### config.mk
export PLATFORM = sky130hd
export DESIGN_NAME = mem_sched_rv32i
export DESIGN_NICKNAME = d
export VERILOG_FILES = /design/src/rtl/mem_sched_rv32i.sv
export SDC_FILE = /design/constraint.sdc
export NUM_CORES = 1
export LEC_CHECK = 0
export ABC_AREA = 1
export BUFFER_PORTS_ARGS = -buffer_cell sky130_fd_sc_hd__buf_2
export CORE_MARGIN = 2
export CORE_UTILIZATION = 47
export CTS_BUF_LIST = sky130_fd_sc_hd__clkbuf_16
export DETAILED_ROUTE_END_ITERATION = 6
export GPL_TIMING_DRIVEN = 0
export PLACE_DENSITY_LB_ADDON = 0.2
export SYNTH_ARGS = -nofsm -noshare
export SYNTH_HDL_FRONTEND = slang
export SYNTH_SLANG_ARGS = --single-unit
### constraint.sdc
create_clock -name clk -period 1.5 [get_ports clk]
set_input_delay 0.075 -clock clk [delete_from_list [all_inputs] [get_ports clk]]
set_output_delay 0.075 -clock clk [all_outputs]
set_load 0.05 [all_outputs]
### src/rtl/mem_sched_rv32i.sv
// Memory scheduler sequencing RV32I fetch/execute/data/write-back over one shared port.
// Optional bus-timeout watchdog enabled by defining ARB_TIMEOUT_EN.
module mem_sched_rv32i #(
   parameter int TIMEOUT = 255
) (
   input  logic        clk,
   input  logic        rst_n,
   input  logic        halt_i,
   input  logic [31:0] pc_i,
   output logic [31:0] ir_o,
   input  logic        cu_load_i,
   input  logic        cu_store_i,
   input  logic [31:0] d_addr_i,
   input  logic [31:0] d_wdata_i,
   input  logic [3:0]  d_be_i,
   output logic [31:0] d_rdata_o,
   output logic        commit_o,
   output logic        busy_o,
   output logic        err_o,
   output logic        mem_req_o,
   output logic        mem_we_o,
   output logic [31:0] mem_addr_o,
   output logic [31:0] mem_wdata_o,
   output logic [3:0]  mem_be_o,
   input  logic        mem_ack_i,
   input  logic [31:0] mem_rdata_i,
   output logic [2:0]  state_o
);

   localparam logic [2:0] S_IDLE  = 3'd0;
   localparam logic [2:0] S_FETCH = 3'd1;
   localparam logic [2:0] S_EXEC  = 3'd2;
   localparam logic [2:0] S_DATA  = 3'd3;
   localparam logic [2:0] S_WB    = 3'd4;
   localparam logic [2:0] S_ERROR = 3'd5;

   localparam logic [31:0] NOP = 32'h0000_0013;

   // Handshake: a request is held stable from the cycle mem_req_o rises until
   // the rising edge at which mem_ack_i=1 is sampled; acks without a request are ignored.
   logic [2:0]  state, state_nxt;
   logic [31:0] ir_q, rdata_q, addr_q, wdata_q;
   logic [3:0]  be_q;
   logic        we_q;
   logic        is_mem;
   logic        in_req;
   logic        timeout_hit;

   assign is_mem = cu_load_i | cu_store_i;
   assign in_req = (state == S_FETCH) || (state == S_DATA);

`ifdef ARB_TIMEOUT_EN
   localparam int CW = ($clog2(TIMEOUT + 1) > 8) ? $clog2(TIMEOUT + 1) : 8;
   logic [CW-1:0] wait_cnt;
   logic          err_q;

   assign timeout_hit = in_req && !mem_ack_i && (wait_cnt == CW'(TIMEOUT - 1));

   // Counter rests at zero outside request states, so every FETCH/DATA entry starts fresh.
   always_ff @(posedge clk or negedge rst_n) begin
      if (!rst_n) begin
         wait_cnt <= '0;
         err_q    <= 1'b0;
      end else begin
         if (!in_req || mem_ack_i) wait_cnt <= '0;
         else                      wait_cnt <= wait_cnt + CW'(1);
         if (timeout_hit) err_q <= 1'b1;
      end
   end
   assign err_o = err_q;
`else
   logic unused_timeout;
   assign unused_timeout = (TIMEOUT != 0);
   assign timeout_hit    = 1'b0;
   assign err_o          = 1'b0;
`endif

   always_comb begin
      state_nxt = state;
      case (state)
         S_IDLE:  if (!halt_i) state_nxt = S_FETCH;
         S_FETCH: if (mem_ack_i) state_nxt = S_EXEC;
                  else if (timeout_hit) state_nxt = S_ERROR;
         S_EXEC:  if (is_mem) state_nxt = S_DATA;
                  else state_nxt = halt_i ? S_IDLE : S_FETCH;
         S_DATA:  if (mem_ack_i) state_nxt = S_WB;
                  else if (timeout_hit) state_nxt = S_ERROR;
         S_WB:    state_nxt = halt_i ? S_IDLE : S_FETCH;
         S_ERROR: state_nxt = S_ERROR;
         default: state_nxt = S_IDLE;
      endcase
   end

   always_ff @(posedge clk or negedge rst_n) begin
      if (!rst_n) begin
         state   <= S_IDLE;
         ir_q    <= NOP;
         rdata_q <= 32'h0;
         addr_q  <= 32'h0;
         wdata_q <= 32'h0;
         be_q    <= 4'h0;
         we_q    <= 1'b0;
      end else begin
         state <= state_nxt;
         if (state == S_FETCH && mem_ack_i) ir_q <= mem_rdata_i;
         // Store wins when the decoder flags both load and store.
         if (state == S_EXEC && is_mem) begin
            addr_q  <= d_addr_i;
            wdata_q <= d_wdata_i;
            be_q    <= d_be_i;
            we_q    <= cu_store_i;
         end
         if (state == S_DATA && mem_ack_i && !we_q) rdata_q <= mem_rdata_i;
      end
   end

   assign mem_req_o   = in_req;
   assign mem_we_o    = (state == S_DATA) && we_q;
   assign mem_addr_o  = (state == S_FETCH) ? pc_i :
                        (state == S_DATA)  ? addr_q : 32'h0;
   assign mem_wdata_o = (state == S_DATA) ? wdata_q : 32'h0;
   assign mem_be_o    = (state == S_FETCH) ? 4'hF :
                        (state == S_DATA)  ? be_q : 4'h0;
   assign commit_o    = ((state == S_EXEC) && !is_mem) || (state == S_WB);
   assign busy_o      = (state != S_IDLE);
   assign ir_o        = ir_q;
   assign d_rdata_o   = rdata_q;
   assign state_o     = state;

endmodule

Word level (Yosys, flattened, before mapping)
Cells that the tools add are included.
{"block": "word_totals", "register_bits": 136, "wordCells": 40, "in_bits": 138}
{"block": "classes", "bitwise": 1, "n_eq_ne": 8, "n_reduce_logical": 13, "mux": 11}
{"op": "32-bit two-way mux", "count": 3}
{"op": "3-bit one-hot mux with 6 select lines", "count": 1}
{"op": "3-bit two-way mux", "count": 3}
{"op": "4-bit two-way mux", "count": 2}
{"op": "3-bit by 2-bit equality test with 1-bit output (second input constant)", "count": 2}
{"op": "3-bit equality test (second input constant)", "count": 2}
{"op": "1-bit logical AND", "count": 6}
{"op": "2-bit inequality test (second input constant)", "count": 3}
{"op": "3-bit by 1-bit equality test with 1-bit output (second input constant)", "count": 1}
{"op": "3-bit zero test", "count": 1}
{"op": "3-bit AND reduction", "count": 1}
{"op": "3-bit nonzero test", "count": 1}
{"op": "1-bit zero test", "count": 2}
{"op": "1-bit logical OR", "count": 2}
{"op": "2-bit two-way mux", "count": 1}
{"op": "1-bit two-way mux", "count": 1}
{"op": "1-bit OR", "count": 1}

Longest topological paths before layout
{"block": "logic_depth", "ltp_word": 4, "mapped_depth": 8, "ltp_nobuf": 7}

Worst setup path after synthesis
OpenSTA, ideal clock, no wires.
{"block": "synth_timing", "path_kind": "flip-flop to output port", "start": "register state[0], in the netlist state_o[0]", "end": "output mem_wdata_o[22]", "required_time_ns": 1.425, "arrival_time_ns": 2.056, "slack_ns": -0.631, "stages_incl_launch_ff": 6, "cell_sequence": "dfrtp_1 > nand2_1 > nor2_4 > clkinv_1 > buf_2 > nor2_1"}
{"block": "synth_via", "elab_chain_len": 2}
{"item": "start: declaration", "line": "41", "text": "logic [2:0] state, state_nxt;"}
{"item": "start signal: assignment", "line": "104", "text": "state <= state_nxt;"}
{"item": "3-bit by 2-bit equality test with 1-bit output", "line": "121", "text": "assign mem_wdata_o = (state == S_DATA) ? wdata_q : 32'h0;"}
{"item": "32-bit two-way mux", "line": "121"}
{"item": "end: declaration", "line": "23", "text": "output logic [31:0] mem_wdata_o,"}
Every way passes these cells.

Worst setup path in the final report
{"block": "layout_timing", "start": "register state[2], in the netlist state_o[2]", "end": "output mem_addr_o[17]"}
{"block": "layout_via", "elab_chain_len": 3, "word_cells_on_any_way": 4}
{"item": "3-bit by 2-bit equality test with 1-bit output", "line": "120", "text": "(state == S_DATA) ? addr_q : 32'h0;"}
{"item": "32-bit two-way mux", "line": "120"}
{"item": "32-bit two-way mux (*)", "line": "119", "text": "assign mem_addr_o = (state == S_FETCH) ? pc_i :"}
{"item": "end: declaration", "line": "22", "text": "output logic [31:0] mem_addr_o,"}
Every way passes the cells marked *; elsewhere a longest branch is shown, timed or not.

==> flow_metrics.tcl <==
set metrics [dict create \
    ys.flop_type "dfrtp_1" \
    start_util_pct 48.5 \
    synth_cell_types 27 \
    wire_per_inst_um 20.0 \
    rrSetupSlack_ns -0.15 \
    slew_viol_final 0 \
    async_flop_share_pct 100 \
    ys_ff_latch 136 \
    cts.sinks 136 \
    wl_mm 25.4 \
    grt_use_total_pct 29.9 \
    yosys.cell_count.top_type "dfrtp_1" \
    portBuffers 276 \
    dp_cells 1106 \
    die_h_um 118 \
    ys_top_cells_by_area "dfrtp_1 54%, nand2_1 7.6%, inv_1 6.5%" \
    core_region_area_um2 12700 \
    instances_no_fill 1273 \
    synth_compound_area_share_pct 19.2 \
    clkLatencyLatePin_ns 0.42 \
    yosysWarnings 0 \
    grt_pass1_wl_mm 33.4 \
    final_nets 1224 \
    ant_nets 0 \
    synthTopCellsByCount "133 x dfrtp_1, 124 x nand2_1, 107 x inv_1, 59 x nor2_1, 49 x o21ai_0" \
    min_path_type "in -> reg" \
    vias_per_cell 5.28 \
    rr_endpoint "addr_q[21]" \
    arrival_ns 1.72 \
    required_ns 1.42 \
    hold_viol_final 0 \
    dpl.hpwl_mm 12.1 \
    crit_fanout 10 \
    synth-xor-area-share_pct 0 \
    critPathCaptureType "primary output" \
    synth_top_family_by_area "compound AO/OA/AOI/OAI gates" \
    reg2reg_from "state_o[1]" \
    antenna_found_initial 2 \
    relSlewSlack_pct 65.0 \
    synthAdderAreaFrac_pct 0 \
    cts_root_buf "clkbuf_16" \
    yosysSeqAreaShare_pct 55.5 \
    htree_num_levels 4 \
    grt_pass1_vias 6663 \
    design_area_um2 11100 \
    hold_start "halt_i" \
    synth_fp_nets 795 \
    crit_path_start_kind "register" \
    synth_top_cell_by_area "dfrtp_1" \
    r2r_cells 9 \
    vias 6726 \
    drive_above_1_share_pct 49.9 \
    clkTransAtPathRegs_ns 0.05 \
    rows 41 \
    fin_worst_skew_ns 0.00724 \
    die_area_um2 14000 \
    synth.mux.area_fraction_pct 0 \
    fmax_mhz 557 \
    drt_pass1_iterations 6 \
    finalCriticalPeriod_ns 1.79 \
    rsz0062_at_grt "yes" \
    violations "setup timing" \
    min_to "state_o[2]" \
    status "finished with violations" \
    synthesis.area_um2 6140 \
    crit_type "reg -> out" \
    area_growth_pct 80.2 \
    ir_drop_uv 1560 \
    fin_ws_ns -0.294 \
    die_w_um 118 \
    synth_top_area_share_pct 54.2 \
    drcViolationCount 0 \
    post-route-util_pct 87.3 \
    dpl_worst_slack_ns -0.185 \
    leakagePower_nw 5.81 \
    worstMarginPinSlew_ns 0.525 \
    gp_congestion 0.783 \
    p_total_mw 27.7 \
    yosys.area_share.simple_pct 13.8 \
    fin_crit_sh_pct 120 \
    synth-edff-count 0 \
    setup_violations 139 \
    syn_area_per_cell_um2 9.34 \
    cts_buffers 17 \
    design.portCount 278 \
    grt_overflow 0 \
    maxCapViolations 0 \
    drt_iter0_markers 631 \
    dpl_cell_area_um2 8080 \
    whs_path_depth 4 \
    power_density_nw_per_um2 2500 \
    cts_tree "yes" \
    grt_max_degree 85 \
    synth_cells 657 \
    cts_max_path_buffers 2 \
]
## worst max-delay path, cell delays in order (launching register included)
cell,delay [ns]
dfrtp_2,0.45
nor2_4,0.20
buf_8,0.18
buf_8,0.15
a22o_2,0.17
buf_6,0.16
## flip-flops by register name (all words and copies together), names as in the netlist
signal and flops:
be_q 4, ir_o 32, state_o 3, addr_q 32, we_q 1, wdata_q 32, d_rdata_o 32
## kinds of logic after synthesis
| logic type | Yosys count |
|---|---|
| DFF | 136 |
| AOI/OAI and AO/OA | 167 |
| and+or+nand+nor | 205 |
| other | 1 |
| buffers and inverters | 148 |
## timing repair
action	in CTS	in global routing
setup buffers	10	7
endpoints found under the hold margin	184	0
cloned	2	13
endpoints found under the setup margin	93	163
hold buffers	102	0
pin swaps	2	4
gates resized for setup	193	112
## where the power goes
group | total (mW) | switching, mW | leakage, nW | internal [mW]
Sequential | 6.43 | 1.04 | 1.63 | 5.40
Clock | 3.98 | 1.59 | 0.271 | 2.39
Combinational | 17.3 | 11.3 | 3.90 | 5.95
## metrics by stage
step | hold slack, ns | TNS, ns
final | 0.0531 | -21.16
after global routing | 0.0653 | -29.13
after CTS | 0.0270 | -16.95
after detailed placement | 0.0612 | -7.00
after global placement | 0.313 | -214.62
after floorplan | -0.221 | -5.10
## how the worst max path moves through the flow
stage | start | end | slack, ns | cells past startpoint
after floorplan | state_o[0] | mem_addr_o[10] | -0.1 | 5
after global placement | rst_n | state_o[0] | -1.81 | 1
after detailed placement | state_o[0] | mem_addr_o[26] | -0.18 | 7
after CTS | state_o[1] | mem_addr_o[5] | -0.26 | 6
after global routing | state_o[2] | mem_addr_o[17] | -0.33 | 5
final | state_o[2] | mem_addr_o[17] | -0.29 | 5
## layout make-up
type / count / area [µm²]
Fill cell: 573 / 1610
Multi-Input combinational cell: 375 / 2510
Tap cell: 172 / 215
Antenna cell: 2 / 5.00
Sequential cell: 136 / 3410
Clock inverter: 15 / 121
Clock buffer: 17 / 425
Buffer: 38 / 558
Inverter: 110 / 425
Timing Repair Buffer: 408 / 3390
## cells in the final DEF, fill, tap and decap left out, drive strengths merged
| cell type | n |
|---|---|
| o21ai | 101 |
| nor3 | 1 |
| clkinvlp | 3 |
| nor2 | 72 |
| conb | 1 |
| a22o | 33 |
| buf | 333 |
| clkinv | 7 |
| bufinv | 2 |
| inv | 113 |
| dfrtp | 133 |
| dlygate4sd3 | 102 |
| dfstp | 3 |
| a21oi | 33 |
| diode | 2 |
| nand3 | 7 |
| clkbuf | 28 |
| nand2 | 127 |
## layer usage
layer  routed length [µm]  part of all wire [%]  global-route usage, %
met5                    0                     0                      0
met4                 1380                   5.4                   12.5
met3                 2240                   8.8                   9.31
met2                12800                    50                   52.6
met1                 9070                    36                   33.4
No activity file was read; power rests on OpenSTA's default activity.
